**config.mk**
```make
export PLATFORM = sky130hd
export DESIGN_NAME = tokenizer_engine_flat
export DESIGN_NICKNAME = d
export VERILOG_FILES = /design/src/rtl/tokenizer_engine_if.sv /design/src/rtl/tokenizer_engine.sv /design/src/flat_wrapper.sv
export SDC_FILE = /design/constraint.sdc
export NUM_CORES = 1
export LEC_CHECK = 0
export ABC_AREA = 1
export CORE_MARGIN = 8
export CORE_UTILIZATION = 44
export CTS_CLUSTER_SIZE = 20
export DETAILED_ROUTE_END_ITERATION = 6
export PLACE_DENSITY = 0.71
export SYNTH_ARGS = -nofsm -noshare
export SYNTH_HDL_FRONTEND = slang
export SYNTH_SLANG_ARGS = --single-unit
```
**constraint.sdc**
```tcl
create_clock -name clk -period 3.8 [get_ports clk]
set_clock_uncertainty 0.2 [all_clocks]
set_input_delay 1.14 -clock clk [delete_from_list [all_inputs] [get_ports clk]]
set_output_delay 1.14 -clock clk [all_outputs]
set_load 0.005 [all_outputs]
```
**src/rtl/tokenizer_engine_if.sv**
```systemverilog
// AXI4-Lite master-side bundle used by tokenizer_engine (no BRESP, WSTRB fixed by the engine).
interface tokenizer_engine_if #(
    parameter int unsigned AXI_ADDR_WIDTH = 32
) ();
    logic [AXI_ADDR_WIDTH-1:0] araddr;
    logic                      arvalid;
    logic                      arready;
    logic [31:0]               rdata;
    logic                      rvalid;
    logic                      rready;
    logic [AXI_ADDR_WIDTH-1:0] awaddr;
    logic                      awvalid;
    logic                      awready;
    logic [31:0]               wdata;
    logic [3:0]                wstrb;
    logic                      wvalid;
    logic                      wready;
    logic                      bvalid;
    logic                      bready;

    modport master (
        output araddr, arvalid, rready, awaddr, awvalid, wdata, wstrb, wvalid, bready,
        input  arready, rdata, rvalid, awready, wready, bvalid
    );

    modport slave (
        input  araddr, arvalid, rready, awaddr, awvalid, wdata, wstrb, wvalid, bready,
        output arready, rdata, rvalid, awready, wready, bvalid
    );
endinterface

```
**src/rtl/tokenizer_engine.sv**
```systemverilog
// Fetches a NUL-terminated string word by word over AXI4-Lite, scans it byte by byte and
// writes a table of token start offsets followed by a 0xFFFF_FFFF terminator.
module tokenizer_engine #(
    parameter int unsigned AXI_ADDR_WIDTH = 32,
    parameter int unsigned MAX_TOKENS     = 64,
    parameter int unsigned MAX_LEN        = 4096
) (
    input  logic                      clk,
    input  logic                      resetn,
    input  logic                      start,
    input  logic [AXI_ADDR_WIDTH-1:0] str_addr,
    input  logic [AXI_ADDR_WIDTH-1:0] out_addr,
    output logic                      idle,
    output logic [15:0]               token_count,
    tokenizer_engine_if.master        axi
);
    localparam int unsigned AW = AXI_ADDR_WIDTH;

    typedef enum logic [2:0] {StIdle, StRdAddr, StRdData, StScan, StWr, StWrTerm} state_e;

    state_e        state_q, state_d, after_byte;
    logic [AW-1:0] str_q, out_q, offset_q, offset_inc;
    logic [31:0]   rdata_q;
    logic [15:0]   count_q, token_count_q;
    logic          prev_space_q, aw_done_q, w_done_q;
    logic [7:0]    cur_byte;
    logic          is_end, tok_start, can_write, wr_state, aw_hs, w_hs, b_hs;

    assign cur_byte   = rdata_q[{offset_q[1:0], 3'b000} +: 8];
    assign is_end     = (offset_q == AW'(MAX_LEN)) || (cur_byte == 8'h00);
    assign tok_start  = prev_space_q && (cur_byte != 8'h20);
    assign can_write  = count_q < 16'(MAX_TOKENS);
    assign offset_inc = offset_q + AW'(1);
    assign wr_state   = (state_q == StWr) || (state_q == StWrTerm);
    assign aw_hs      = wr_state && !aw_done_q && axi.awready;
    assign w_hs       = wr_state && !w_done_q && axi.wready;
    assign b_hs       = wr_state && aw_done_q && w_done_q && axi.bvalid;

    // Where to go once the current byte is consumed; a word boundary that is also the length
    // limit terminates without fetching another word.
    always_comb begin
        after_byte = StScan;
        if (offset_inc[1:0] == 2'b00) begin
            after_byte = (offset_inc == AW'(MAX_LEN)) ? StWrTerm : StRdAddr;
        end
    end

    always_ff @(posedge clk or negedge resetn) begin
        if (!resetn) begin
            state_q <= StIdle;
        end else begin
            state_q <= state_d;
        end
    end

    always_comb begin
        state_d = state_q;
        unique case (state_q)
            StIdle:   if (start) state_d = StRdAddr;
            StRdAddr: if (axi.arready) state_d = StRdData;
            StRdData: if (axi.rvalid) state_d = StScan;
            StScan: begin
                if (is_end) state_d = StWrTerm;
                else if (tok_start && can_write) state_d = StWr;
                else state_d = after_byte;
            end
            StWr:     if (b_hs) state_d = after_byte;
            StWrTerm: if (b_hs) state_d = StIdle;
            default:  state_d = StIdle;
        endcase
    end

    always_ff @(posedge clk or negedge resetn) begin
        if (!resetn) begin
            str_q         <= '0;
            out_q         <= '0;
            offset_q      <= '0;
            rdata_q       <= '0;
            count_q       <= '0;
            token_count_q <= '0;
            prev_space_q  <= 1'b0;
            aw_done_q     <= 1'b0;
            w_done_q      <= 1'b0;
        end else begin
            if (state_q == StIdle && start) begin
                str_q        <= str_addr & ~AW'(3);
                out_q        <= out_addr & ~AW'(3);
                offset_q     <= '0;
                count_q      <= '0;
                prev_space_q <= 1'b1;
            end
            if (state_q == StRdData && axi.rvalid) rdata_q <= axi.rdata;
            if (state_q == StScan && !is_end && !(tok_start && can_write)) begin
                offset_q     <= offset_inc;
                prev_space_q <= (cur_byte == 8'h20);
            end
            // The slot index is the pre-increment count, so count advances only after B.
            if (state_q == StWr && b_hs) begin
                offset_q     <= offset_inc;
                prev_space_q <= 1'b0;
                count_q      <= count_q + 16'd1;
            end
            if (state_q == StWrTerm && b_hs) token_count_q <= count_q;
            if (b_hs) begin
                aw_done_q <= 1'b0;
                w_done_q  <= 1'b0;
            end else begin
                if (aw_hs) aw_done_q <= 1'b1;
                if (w_hs) w_done_q <= 1'b1;
            end
        end
    end

    always_comb begin
        idle        = (state_q == StIdle);
        token_count = token_count_q;
        axi.araddr  = str_q + {offset_q[AW-1:2], 2'b00};
        axi.arvalid = (state_q == StRdAddr);
        axi.rready  = (state_q == StRdData);
        axi.awaddr  = out_q + AW'({count_q, 2'b00});
        axi.awvalid = wr_state && !aw_done_q;
        axi.wvalid  = wr_state && !w_done_q;
        axi.wdata   = (state_q == StWrTerm) ? 32'hFFFF_FFFF : 32'(offset_q);
        axi.wstrb   = 4'hF;
        axi.bready  = wr_state && aw_done_q && w_done_q;
    end
endmodule
```
**src/flat_wrapper.sv**
```systemverilog
// flat-port wrapper written by rule: the top's interface ports become plain ports
module tokenizer_engine_flat 
#(
    parameter int unsigned AXI_ADDR_WIDTH = 32,
    parameter int unsigned MAX_TOKENS     = 64,
    parameter int unsigned MAX_LEN        = 4096
)
  (clk, resetn, start, str_addr, out_addr, idle, token_count, axi_araddr, axi_arvalid, axi_rready, axi_awaddr, axi_awvalid, axi_wdata, axi_wstrb, axi_wvalid, axi_bready, axi_arready, axi_rdata, axi_rvalid, axi_awready, axi_wready, axi_bvalid);
  tokenizer_engine_if #(.AXI_ADDR_WIDTH(AXI_ADDR_WIDTH)) axi_i ();
  input  logic clk;
  input  logic resetn;
  input  logic start;
  input  logic [AXI_ADDR_WIDTH-1:0] str_addr;
  input  logic [AXI_ADDR_WIDTH-1:0] out_addr;
  output logic idle;
  output logic [15:0] token_count;
  output wire logic [$bits(axi_i.araddr)-1:0] axi_araddr;
  output wire logic [$bits(axi_i.arvalid)-1:0] axi_arvalid;
  output wire logic [$bits(axi_i.rready)-1:0] axi_rready;
  output wire logic [$bits(axi_i.awaddr)-1:0] axi_awaddr;
  output wire logic [$bits(axi_i.awvalid)-1:0] axi_awvalid;
  output wire logic [$bits(axi_i.wdata)-1:0] axi_wdata;
  output wire logic [$bits(axi_i.wstrb)-1:0] axi_wstrb;
  output wire logic [$bits(axi_i.wvalid)-1:0] axi_wvalid;
  output wire logic [$bits(axi_i.bready)-1:0] axi_bready;
  input wire logic [$bits(axi_i.arready)-1:0] axi_arready;
  input wire logic [$bits(axi_i.rdata)-1:0] axi_rdata;
  input wire logic [$bits(axi_i.rvalid)-1:0] axi_rvalid;
  input wire logic [$bits(axi_i.awready)-1:0] axi_awready;
  input wire logic [$bits(axi_i.wready)-1:0] axi_wready;
  input wire logic [$bits(axi_i.bvalid)-1:0] axi_bvalid;
  assign axi_araddr = axi_i.araddr;
  assign axi_arvalid = axi_i.arvalid;
  assign axi_rready = axi_i.rready;
  assign axi_awaddr = axi_i.awaddr;
  assign axi_awvalid = axi_i.awvalid;
  assign axi_wdata = axi_i.wdata;
  assign axi_wstrb = axi_i.wstrb;
  assign axi_wvalid = axi_i.wvalid;
  assign axi_bready = axi_i.bready;
  assign axi_i.arready = axi_arready;
  assign axi_i.rdata = axi_rdata;
  assign axi_i.rvalid = axi_rvalid;
  assign axi_i.awready = axi_awready;
  assign axi_i.wready = axi_wready;
  assign axi_i.bvalid = axi_bvalid;
  tokenizer_engine #(.AXI_ADDR_WIDTH(AXI_ADDR_WIDTH), .MAX_TOKENS(MAX_TOKENS), .MAX_LEN(MAX_LEN)) u_core (.clk(clk), .resetn(resetn), .start(start), .str_addr(str_addr), .out_addr(out_addr), .idle(idle), .token_count(token_count), .axi(axi_i));
endmodule
```
==> flow_metrics.env, run 1 <==
export IMPL_grt_pass1_wl_mm=57.2
export IMPL_synth_edff_count=0
export IMPL_die_area_um2=29300
export IMPL_dpl_instance_area_um2=14100
export IMPL_cts_tree="built"
export IMPL_ys_warnings_count=0
export IMPL_avgSynthCellArea_um2=7.44
export IMPL_post_route_period_util_pct=108
export IMPL_coreArea_um2=23500
export IMPL_slew_margin_rel_pct=44.6
export IMPL_worstSetupPathType="reg -> out"
export IMPL_hold_buffers=0
export IMPL_numClockSinks=162
export IMPL_htreeDepth=4
export IMPL_syn_area_um2=10600
export IMPL_tritoncts_num_buffers=17
export IMPL_finalCriticalPeriod_ns=4.10
export IMPL_final_antenna_net_count=0
export IMPL_io_pin_count=226
export IMPL_global_placer_s_final_weighted_congestion=0.899
export IMPL_cts_clk_slew_worst_paths_ns=0.08
export IMPL_postLayoutCellArea_um2=16100
export IMPL_clock_tree_root_cell="sky130_fd_sc_hd__clkbuf_16"
export IMPL_drt_pass1_iter_count=5
export IMPL_synth_sequential_area_ratio_pct=38.3
export IMPL_hold_path_start="u_core.out_q[9]"
export IMPL_via_per_inst=5.20
export IMPL_power_per_cell_area_nw_per_um2=516
export IMPL_dp_hpwl_mm=27.0
export IMPL_yosysTopAreaCell="sky130_fd_sc_hd__dfrtp_1"
export IMPL_report_final_setup_viol=19
export IMPL_fmaxAchievable_mhz=244
export IMPL_worst_hold_path_num_cells=2
export IMPL_global_route_overflow_total=0
export IMPL_setup_repair_after_global_routing_missed_its_margin="yes"
export IMPL_power_net_switching_mw=3.30
export IMPL_maximum_number_of_pins_on_one_net_before_global_route_repair=72
export IMPL_register_area_um2=4070
export IMPL_critPathCaptureType="output port"
export IMPL_crit_path_max_fanout=3
export IMPL_netlist_instances=1423
export IMPL_core_rowCount=56
export IMPL_clkLatencyLatePin_ns=0.43
export IMPL_irDropWorstVdd_mv=0.328
export IMPL_synth_compound_area_share_pct=10.6
export IMPL_switching_share_pct=39.8
export IMPL_hold_path_endpoint="u_core.out_q[9]"
export IMPL_critical_path_reg2reg_startpoint="u_core.offset_q[0]"
export IMPL_wl_per_cell_um=17.5
export IMPL_timing_critical_path_from="u_core.count_q[0]"
export IMPL_finalNetCount=1967
export IMPL_endpoint_of_the_worst_slack_reg_to_reg_timing_path="u_core.offset_q[6]"
export IMPL_fill_cells=1868
export IMPL_arrival_ns=2.76
export IMPL_clkPwrFrac_pct=20.8
export IMPL_first_global_vias=11161
export IMPL_ff2ff_setup_slack_ns=0.93
export IMPL_cell_types_with_the_largest_area_share_after_synthesis="sky130_fd_sc_hd__dfrtp_1, sky130_fd_sc_hd__nand2_1, sky130_fd_sc_hd__ha_1"
export IMPL_cellInternalPower_mw=5.00
export IMPL_start_util_pct=45.0
export IMPL_finalHoldViolations=0
export IMPL_layout_area_overhead_vs_synth_pct=51.9
export IMPL_synth_largest_type_area_fraction_pct=38.3
export IMPL_p_total_mw=8.31
export IMPL_dieHeight_um=171
export IMPL_worst_path_max_delay_cell="sky130_fd_sc_hd__dfrtp_1"
export IMPL_synthAdderAreaFrac_pct=6.05
export IMPL_ys_ff_latch=162
export IMPL_synth_mux_area_fraction_pct=3.28
export IMPL_synth_xor_area_share_pct=5.70
export IMPL_fin_util_pct=68.3
export IMPL_worstMarginPinSlew_ns=0.829
export IMPL_number_of_buffers_added_on_ports=213
export IMPL_drv_max_cap_violation_count=0
export IMPL_totalWireLength_mm=37.6
export IMPL_post_synth_and_or_nand_nor_area_fraction_pct=29.6
export IMPL_route_detailed_drc=0
export IMPL_cpPeakStageDelay_ns=0.38
export IMPL_routed_via_count=11147
export IMPL_critPathLaunchType="flop"
export IMPL_drt_first_iter_violations=798
export IMPL_async_set_reset_flop_share_out_of_synthesis_pct=100
export IMPL_failed_checks="setup timing"
export IMPL_outcome="finished, violations left"
export IMPL_timing_critical_path_required_ns=2.46
export IMPL_insertedDiodeCount=0
export IMPL_pwr_share_comb_pct=46.7
export IMPL_antenna_found_initial=0
export IMPL_reg_power_share_pct=32.5
export IMPL_dieWidth_um=171
export IMPL_power_leakage_nw=7.77
export IMPL_pre_cts_slack_ns=-0.417
export IMPL_groute_usage_overall_pct=24.5
export IMPL_multi_input_combinational_cell_area_um2=7110
export IMPL_post_route_worst_setup_slack_ns=-0.296
export IMPL_crit_chain="ha_2 -> inv_2 -> fa_2 -> nand3b_1 -> nand2_2 -> a21oi_4 -> o21ai_2 -> buf_6 -> nand3_4 -> nand2_4 -> nand2_4 -> nor2_4 -> buf_6 -> xor2_2 -> buf_2"
export IMPL_post_synth_num_cell_types=52
export IMPL_dominant_combinational_cell_family_by_area_after_synthesis="simple AND/OR/NAND/NOR gates"
export IMPL_min_delay_path_class="reg -> reg"
export IMPL_reg2regPathDepth=12
export IMPL_post_route_cells_drive_above_1_share_pct=28.4
export IMPL_cts_max_path_buffers=2
export IMPL_synth_top_flop_cell="sky130_fd_sc_hd__dfrtp_1"
export IMPL_slew_viol_final=0
placed cells by master, fill, tap and decap left out, types with 32 or more instances in the layout:
| cell type | n |
|---|---|
| sky130_fd_sc_hd__o21ai_0 | 49 |
| sky130_fd_sc_hd__nand2_1 | 454 |
| sky130_fd_sc_hd__xor2_1 | 43 |
| sky130_fd_sc_hd__buf_4 | 164 |
| sky130_fd_sc_hd__dfrtp_1 | 153 |
| sky130_fd_sc_hd__nor2_1 | 113 |
| sky130_fd_sc_hd__buf_2 | 34 |
| sky130_fd_sc_hd__o21ai_2 | 32 |
| sky130_fd_sc_hd__inv_1 | 111 |
| sky130_fd_sc_hd__nand3_1 | 52 |
| sky130_fd_sc_hd__clkdlybuf4s50_1 | 160 |
metrics by stage:
stage / hold WS, ns / std cells / setup TNS [ns]
after global placement: 0.260 / 2070 / -3.62
after global routing: 0.302 / 2144 / -6.17
after floorplan: 0.246 / 1429 / 0
final: 0.282 / 2144 / -2.72
after detailed placement: 0.267 / 2070 / -4.55
after CTS: 0.287 / 2122 / -2.88
worst max path at each step:
| stage | end | slack, ns | cells after the start |
|---|---|---|---|
| floorplan | axi_awaddr[28] | 0.23 | 13 |
| global placement | axi_awaddr[26] | -0.39 | 14 |
| detailed placement | axi_awaddr[24] | -0.42 | 14 |
| CTS | axi_awaddr[26] | -0.30 | 14 |
| global route | axi_awaddr[24] | -0.42 | 15 |
| finish | axi_awaddr[24] | -0.30 | 15 |
critical path, delay by kind of cell, from the launching register on:
kind,cells,cell delay (ns)
and+or+nand+nor,6,0.63
adders and majority gates,2,0.54
buffers and inverters,4,0.42
DFF,1,0.38
AOI/OAI and AO/OA,2,0.21
xor gates and xnor gates,1,0.14
power groups by stage:
stage	sequential, mW	combinational (mW)	clock, mW
final	2.70	3.88	1.73
after floorplan	2.51	1.89	0
after detailed placement	2.64	3.60	0
after global placement	2.62	3.53	0
after CTS	2.67	3.61	1.74
after global routing	2.75	4.27	1.82
synth_stat cells (all sizes together) (2+ instances only):
cell,n
mux2,30
nor2,132
or2,3
o22ai,4
fa,2
nor4,6
nand2,496
buf,16
ha,48
a21oi,62
o21ai,94
xnor2,22
nand3b,3
a21o,5
o21bai,4
nand4,18
o31ai,2
dfrtp,162
and3,2
nand3,62
inv,124
a31oi,5
conb,2
o21a,5
clkbuf,22
o32ai,2
nor3,31
xor2,47
nor3b,2
o211ai,2
a221oi,2
cell families after synthesis:
family,count (synthesis)
muxes,31
other,2
DFF,162
xor gates and xnor gates,69
adders and majority gates,50
AOI/OAI and AO/OA,191
and+or+nand+nor,756
buffers and inverters,162
per-layer routing:
metal	global-route usage [%]	up-vias	part of all wire, %
li1	-	5404	-
met1	31.7	5342	43
met2	40.4	358	49
met3	5.65	43	6.7
met4	6.69	0	1.7
met5	0	-	0
final cells by class:
cell class | instances | area share [%]
clock buffers | 17 | 2.64
repair buffers | 403 | 21.6
multi-input cells | 1105 | 44.2
inverters | 124 | 2.92
well taps | 319 | 2.48
clock inverters | 14 | 0.918
flip-flops and latches | 162 | 25.3
state kept, by name, summed over array words and instances, names as in the netlist:
signal	count
u_core.rdata_q	32
u_core.offset_q	32
u_core.out_q	30
u_core.state_q	3
u_core.str_q	30
u_core.aw_done_q	1
u_core.count_q	16
u_core.token_count	16
u_core.prev_space_q	1
u_core.w_done_q	1
what timing repair did:
action / 4_1_cts / 5_1_grt
endpoints found under the setup margin: 84 / 77
setup buffers: 23 / 23
cloned: 0 / 0
pin swaps: 68 / 82
endpoints found under the hold margin: 0 / 0
gates resized for setup: 301 / 143
Note: power is estimated with default switching activity, not from simulation.
==> run 2, diff against run 1 <==
Settings changed: ABC_AREA 1 to default, GPL_TIMING_DRIVEN from default to 0.
==> run 2 against run 1 <==
Effect of this change:
- the run still ends with setup timing left
- synthesized area down 4.1%
- final area decreased by 9.3%
- combinational power is 6.2% higher
- core utilization fell by 3.9 points
- global-route usage shrank 1.1 points
- die area down 3.7%
- sequential power is 1% higher
- maximum frequency shrank 9.9%
- clock power is essentially flat
- worst setup slack got worse by 0.45 ns
- power grew 3.4%
- cell count shrank 17%
- critical endpoint is now axi_araddr[30]
- highest routed layer is now met5
==> flow_metrics.env, run 2 <==
export IMPL_clock_tree_root_cell="sky130_fd_sc_hd__clkbuf_16"
export IMPL_critPathCapture="axi_araddr[30]"
export IMPL_via_per_inst=5.60
export IMPL_post_route_cells_drive_above_1_share_pct=25.5
export IMPL_dieHeight_um=168
export IMPL_grt_pass1_wl_mm=53.3
export IMPL_synth_sequential_area_ratio_pct=39.9
export IMPL_critPathCaptureType="output port"
export IMPL_drv_max_cap_violation_count=0
export IMPL_final_antenna_net_count=0
export IMPL_numClockSinks=162
export IMPL_totalWireLength_mm=34.1
export IMPL_final_cell_mix="sky130_fd_sc_hd__nand2_1, sky130_fd_sc_hd__clkdlybuf4s50_1, sky130_fd_sc_hd__dfrtp_1, sky130_fd_sc_hd__buf_4, sky130_fd_sc_hd__o21ai_0"
export IMPL_irDropWorstVdd_mv=0.316
export IMPL_crit_path_max_fanout=3
export IMPL_cts_max_path_buffers=2
export IMPL_hold_buffers=0
export IMPL_failed_checks="setup timing"
export IMPL_synth_top_flop_cell="sky130_fd_sc_hd__dfrtp_1"
export IMPL_post_synth_num_cell_types=60
export IMPL_pre_cts_slack_ns=-1.06
export IMPL_avgSynthCellArea_um2=8.70
export IMPL_power_leakage_nw=6.89
export IMPL_wl_per_cell_um=19.2
export IMPL_die_area_um2=28200
export IMPL_post_route_period_util_pct=120
export IMPL_syn_area_um2=10200
export IMPL_cell_types_with_the_largest_area_share_after_synthesis="sky130_fd_sc_hd__dfrtp_1, sky130_fd_sc_hd__nand2_1, sky130_fd_sc_hd__ha_1"
export IMPL_antenna_found_initial=1
export IMPL_min_delay_path_class="reg -> reg"
export IMPL_post_route_worst_setup_slack_ns=-0.747
export IMPL_number_of_buffers_added_on_ports=213
export IMPL_io_pin_count=226
export IMPL_synthMostInstantiatedCell="sky130_fd_sc_hd__nand2_1"
export IMPL_gr_usage_met3_pct=6.27
export IMPL_routed_via_count=9954
export IMPL_register_area_um2=4080
export IMPL_mostFrequentLayoutCell="sky130_fd_sc_hd__nand2_1"
export IMPL_drt_pass1_iter_count=5
export IMPL_dp_hpwl_mm=23.2
export IMPL_cpPeakStageDelay_ns=0.44
export IMPL_synth_top_cells_by_count="sky130_fd_sc_hd__nand2_1, sky130_fd_sc_hd__dfrtp_1, sky130_fd_sc_hd__o21ai_0, sky130_fd_sc_hd__a21oi_1, sky130_fd_sc_hd__nor2_1"
export IMPL_timing_critical_path_required_ns=2.46
export IMPL_global_route_overflow_total=0
export IMPL_layout_area_overhead_vs_synth_pct=43.6
export IMPL_finalNetCount=1633
export IMPL_yosysTopAreaCell="sky130_fd_sc_hd__dfrtp_1"
export IMPL_tritoncts_num_buffers=17
export IMPL_synth_edff_count=0
export IMPL_worst_path_max_delay_cell="sky130_fd_sc_hd__fa_2"
export IMPL_fill_cells=1873
export IMPL_reg2regPathDepth=10
export IMPL_htreeDepth=4
export IMPL_crit_chain="buf_6 -> inv_4 -> fa_2 -> nor2b_4 -> o31a_1 -> o21ai_2 -> a211o_1 -> and3_4 -> o21ai_4 -> a41oi_2 -> a21oi_2 -> xor2_1 -> buf_2"
export IMPL_ff2ff_setup_slack_ns=0.46
export IMPL_critPathLaunchType="flop"
export IMPL_slew_margin_rel_pct=38.3
export IMPL_largestRegisters="u_core.offset_q: 32 flops, u_core.rdata_q: 32 flops"
export IMPL_critical_path_reg2reg_startpoint="u_core.offset_q[3]"
export IMPL_first_global_vias=10087
export IMPL_timing_critical_path_from="u_core.offset_q[3]"
export IMPL_final_cells=1777
export IMPL_drt_first_iter_violations=819
export IMPL_report_final_setup_viol=41
export IMPL_coreArea_um2=22600
export IMPL_multi_input_combinational_cell_area_um2=6580
export IMPL_start_util_pct=44.9
export IMPL_ys_warnings_count=0
export IMPL_global_placer_s_final_weighted_congestion=0.954
export IMPL_insertedDiodeCount=0
export IMPL_groute_usage_overall_pct=23.4
export IMPL_worstMarginPinSlew_ns=0.922
export IMPL_setup_repair_after_global_routing_missed_its_margin="yes"
export IMPL_cts_tree="built"
export IMPL_groute_layer_met2_usage_pct=37.3
export IMPL_endpoint_of_the_worst_slack_reg_to_reg_timing_path="u_core.offset_q[14]"
export IMPL_gr_usage_met1_pct=30.0
export IMPL_netlist_instances=1168
export IMPL_place_detailed_instances=1673
export IMPL_globalRoute_busiestLayer="met2"
export IMPL_clkLatencyLatePin_ns=0.44
export IMPL_core_rowCount=55
export IMPL_worstSetupPathType="reg -> out"
export IMPL_async_set_reset_flop_share_out_of_synthesis_pct=100
export IMPL_dieWidth_um=168
export IMPL_slew_viol_final=0
export IMPL_arrival_ns=3.21
export IMPL_cts_clk_slew_worst_paths_ns=0.08
export IMPL_finalHoldViolations=0
export IMPL_synth_largest_type_area_fraction_pct=39.9
export IMPL_finalCriticalPeriod_ns=4.55
export IMPL_outcome="finished, violations left"
export IMPL_power_per_cell_area_nw_per_um2=588
export IMPL_fmaxAchievable_mhz=220
export IMPL_maximum_number_of_pins_on_one_net_before_global_route_repair=88
export IMPL_ys_ff_latch=162
export IMPL_route_detailed_drc=0
run 2: cell types whose count changed in the layout (fill, tap and decap cells not counted), moves of 14 or more:
cell,before,now
sky130_fd_sc_hd__o21ai_2,32,5
sky130_fd_sc_hd__nand2_2,30,2
sky130_fd_sc_hd__clkbuf_1,0,30
sky130_fd_sc_hd__nand2_1,454,240
sky130_fd_sc_hd__a21o_1,5,19
sky130_fd_sc_hd__and3_1,1,30
sky130_fd_sc_hd__xnor2_2,3,19
sky130_fd_sc_hd__o21ai_1,10,38
sky130_fd_sc_hd__nor2_1,113,48
sky130_fd_sc_hd__mux2_2,30,47
sky130_fd_sc_hd__xor2_1,43,18
sky130_fd_sc_hd__buf_4,164,61
sky130_fd_sc_hd__inv_1,111,22
sky130_fd_sc_hd__nand2b_1,0,38
run 2: how the worst min path moves through the flow:
stage | start | to | slack [ns] | cells after the start
2_1_floorplan | u_core.out_q[10] | u_core.out_q[10] | 0.25 | 2
3_3_place_gp | u_core.str_q[10] | u_core.str_q[10] | 0.26 | 2
3_5_place_dp | u_core.out_q[13] | u_core.out_q[13] | 0.27 | 2
4_1_cts | u_core.out_q[17] | u_core.out_q[17] | 0.29 | 2
5_1_grt | u_core.out_q[5] | u_core.out_q[5] | 0.31 | 2
6_report | u_core.out_q[13] | u_core.out_q[13] | 0.29 | 2
run 2: final cells by class:
cell class | instances | area share, %
multi-input combinational | 928 | 45.1
sequential | 162 | 27.9
timing repair buffer | 287 | 17.7
clock buffer | 17 | 2.91
tap | 285 | 2.44
buffer | 58 | 2.15
clock inverter | 15 | 1.09
inverter | 25 | 0.660
run 2: repair_timing:
action                     4_1_cts  5_1_grt
setup endpoints to repair       82       55
buffers inserted                58       22
gates resized for setup        320       77
pin swaps                       70       72
run 2: worst max-delay path, delay by kind of cell, from the launching register on:
family	cells	cell delay, ns
AND/OR/NAND/NOR	2	0.35
flip-flops	1	0.42
AO/OA/AOI/OAI	6	1.12
XOR/XNOR	1	0.15
adder cells (fa/ha/maj)	1	0.44
buffers and inverters	3	0.30
run 2: kinds of logic (layout without fill, tap and decap cells):
logic type / Yosys count / after routing / share of synthesized area, %
muxes: 53 / 53 / 5.92
adders and majority gates: 50 / 50 / 6.30
buffers and inverters: 84 / 402 / 4.04
and+or+nand+nor: 511 / 511 / 24.3
other: 2 / 8 / 0.0739
DFF: 162 / 162 / 39.9
AOI/OAI and AO/OA: 244 / 244 / 14.1
xor gates and xnor gates: 62 / 62 / 5.34
run 2: where the power goes:
| group | internal (mW) | switching [mW] |
|---|---|---|
| registers | 2.28 | 0.463 |
| clock network | 0.882 | 0.848 |
| logic | 2.01 | 2.11 |
run 2: through the flow:
stage | power (mW) | cell area (µm²) | setup TNS, ns | utilization (%) | hold slack [ns]
2_1_floorplan | 4.75 | 10200 | 0 | - | 0.250
3_3_place_gp | 6.52 | 12700 | -918.97 | 56.0 | 0.262
3_5_place_dp | 6.61 | 12700 | -33.69 | 56.2 | 0.270
4_1_cts | 8.42 | 14200 | -15.19 | 62.9 | 0.289
5_1_grt | 9.16 | 14600 | -22.55 | 64.5 | 0.312
6_report | 8.59 | 14600 | -17.69 | 64.5 | 0.289
run 2: metal layers:
| layer | share of wire (%) | vias to the layer above |
|---|---|---|
| met5 | 0.038 | - |
| met1 | 43 | 4789 |
| met3 | 8.0 | 80 |
| li1 | - | 4682 |
| met2 | 46 | 401 |
| met4 | 3.0 | 2 |
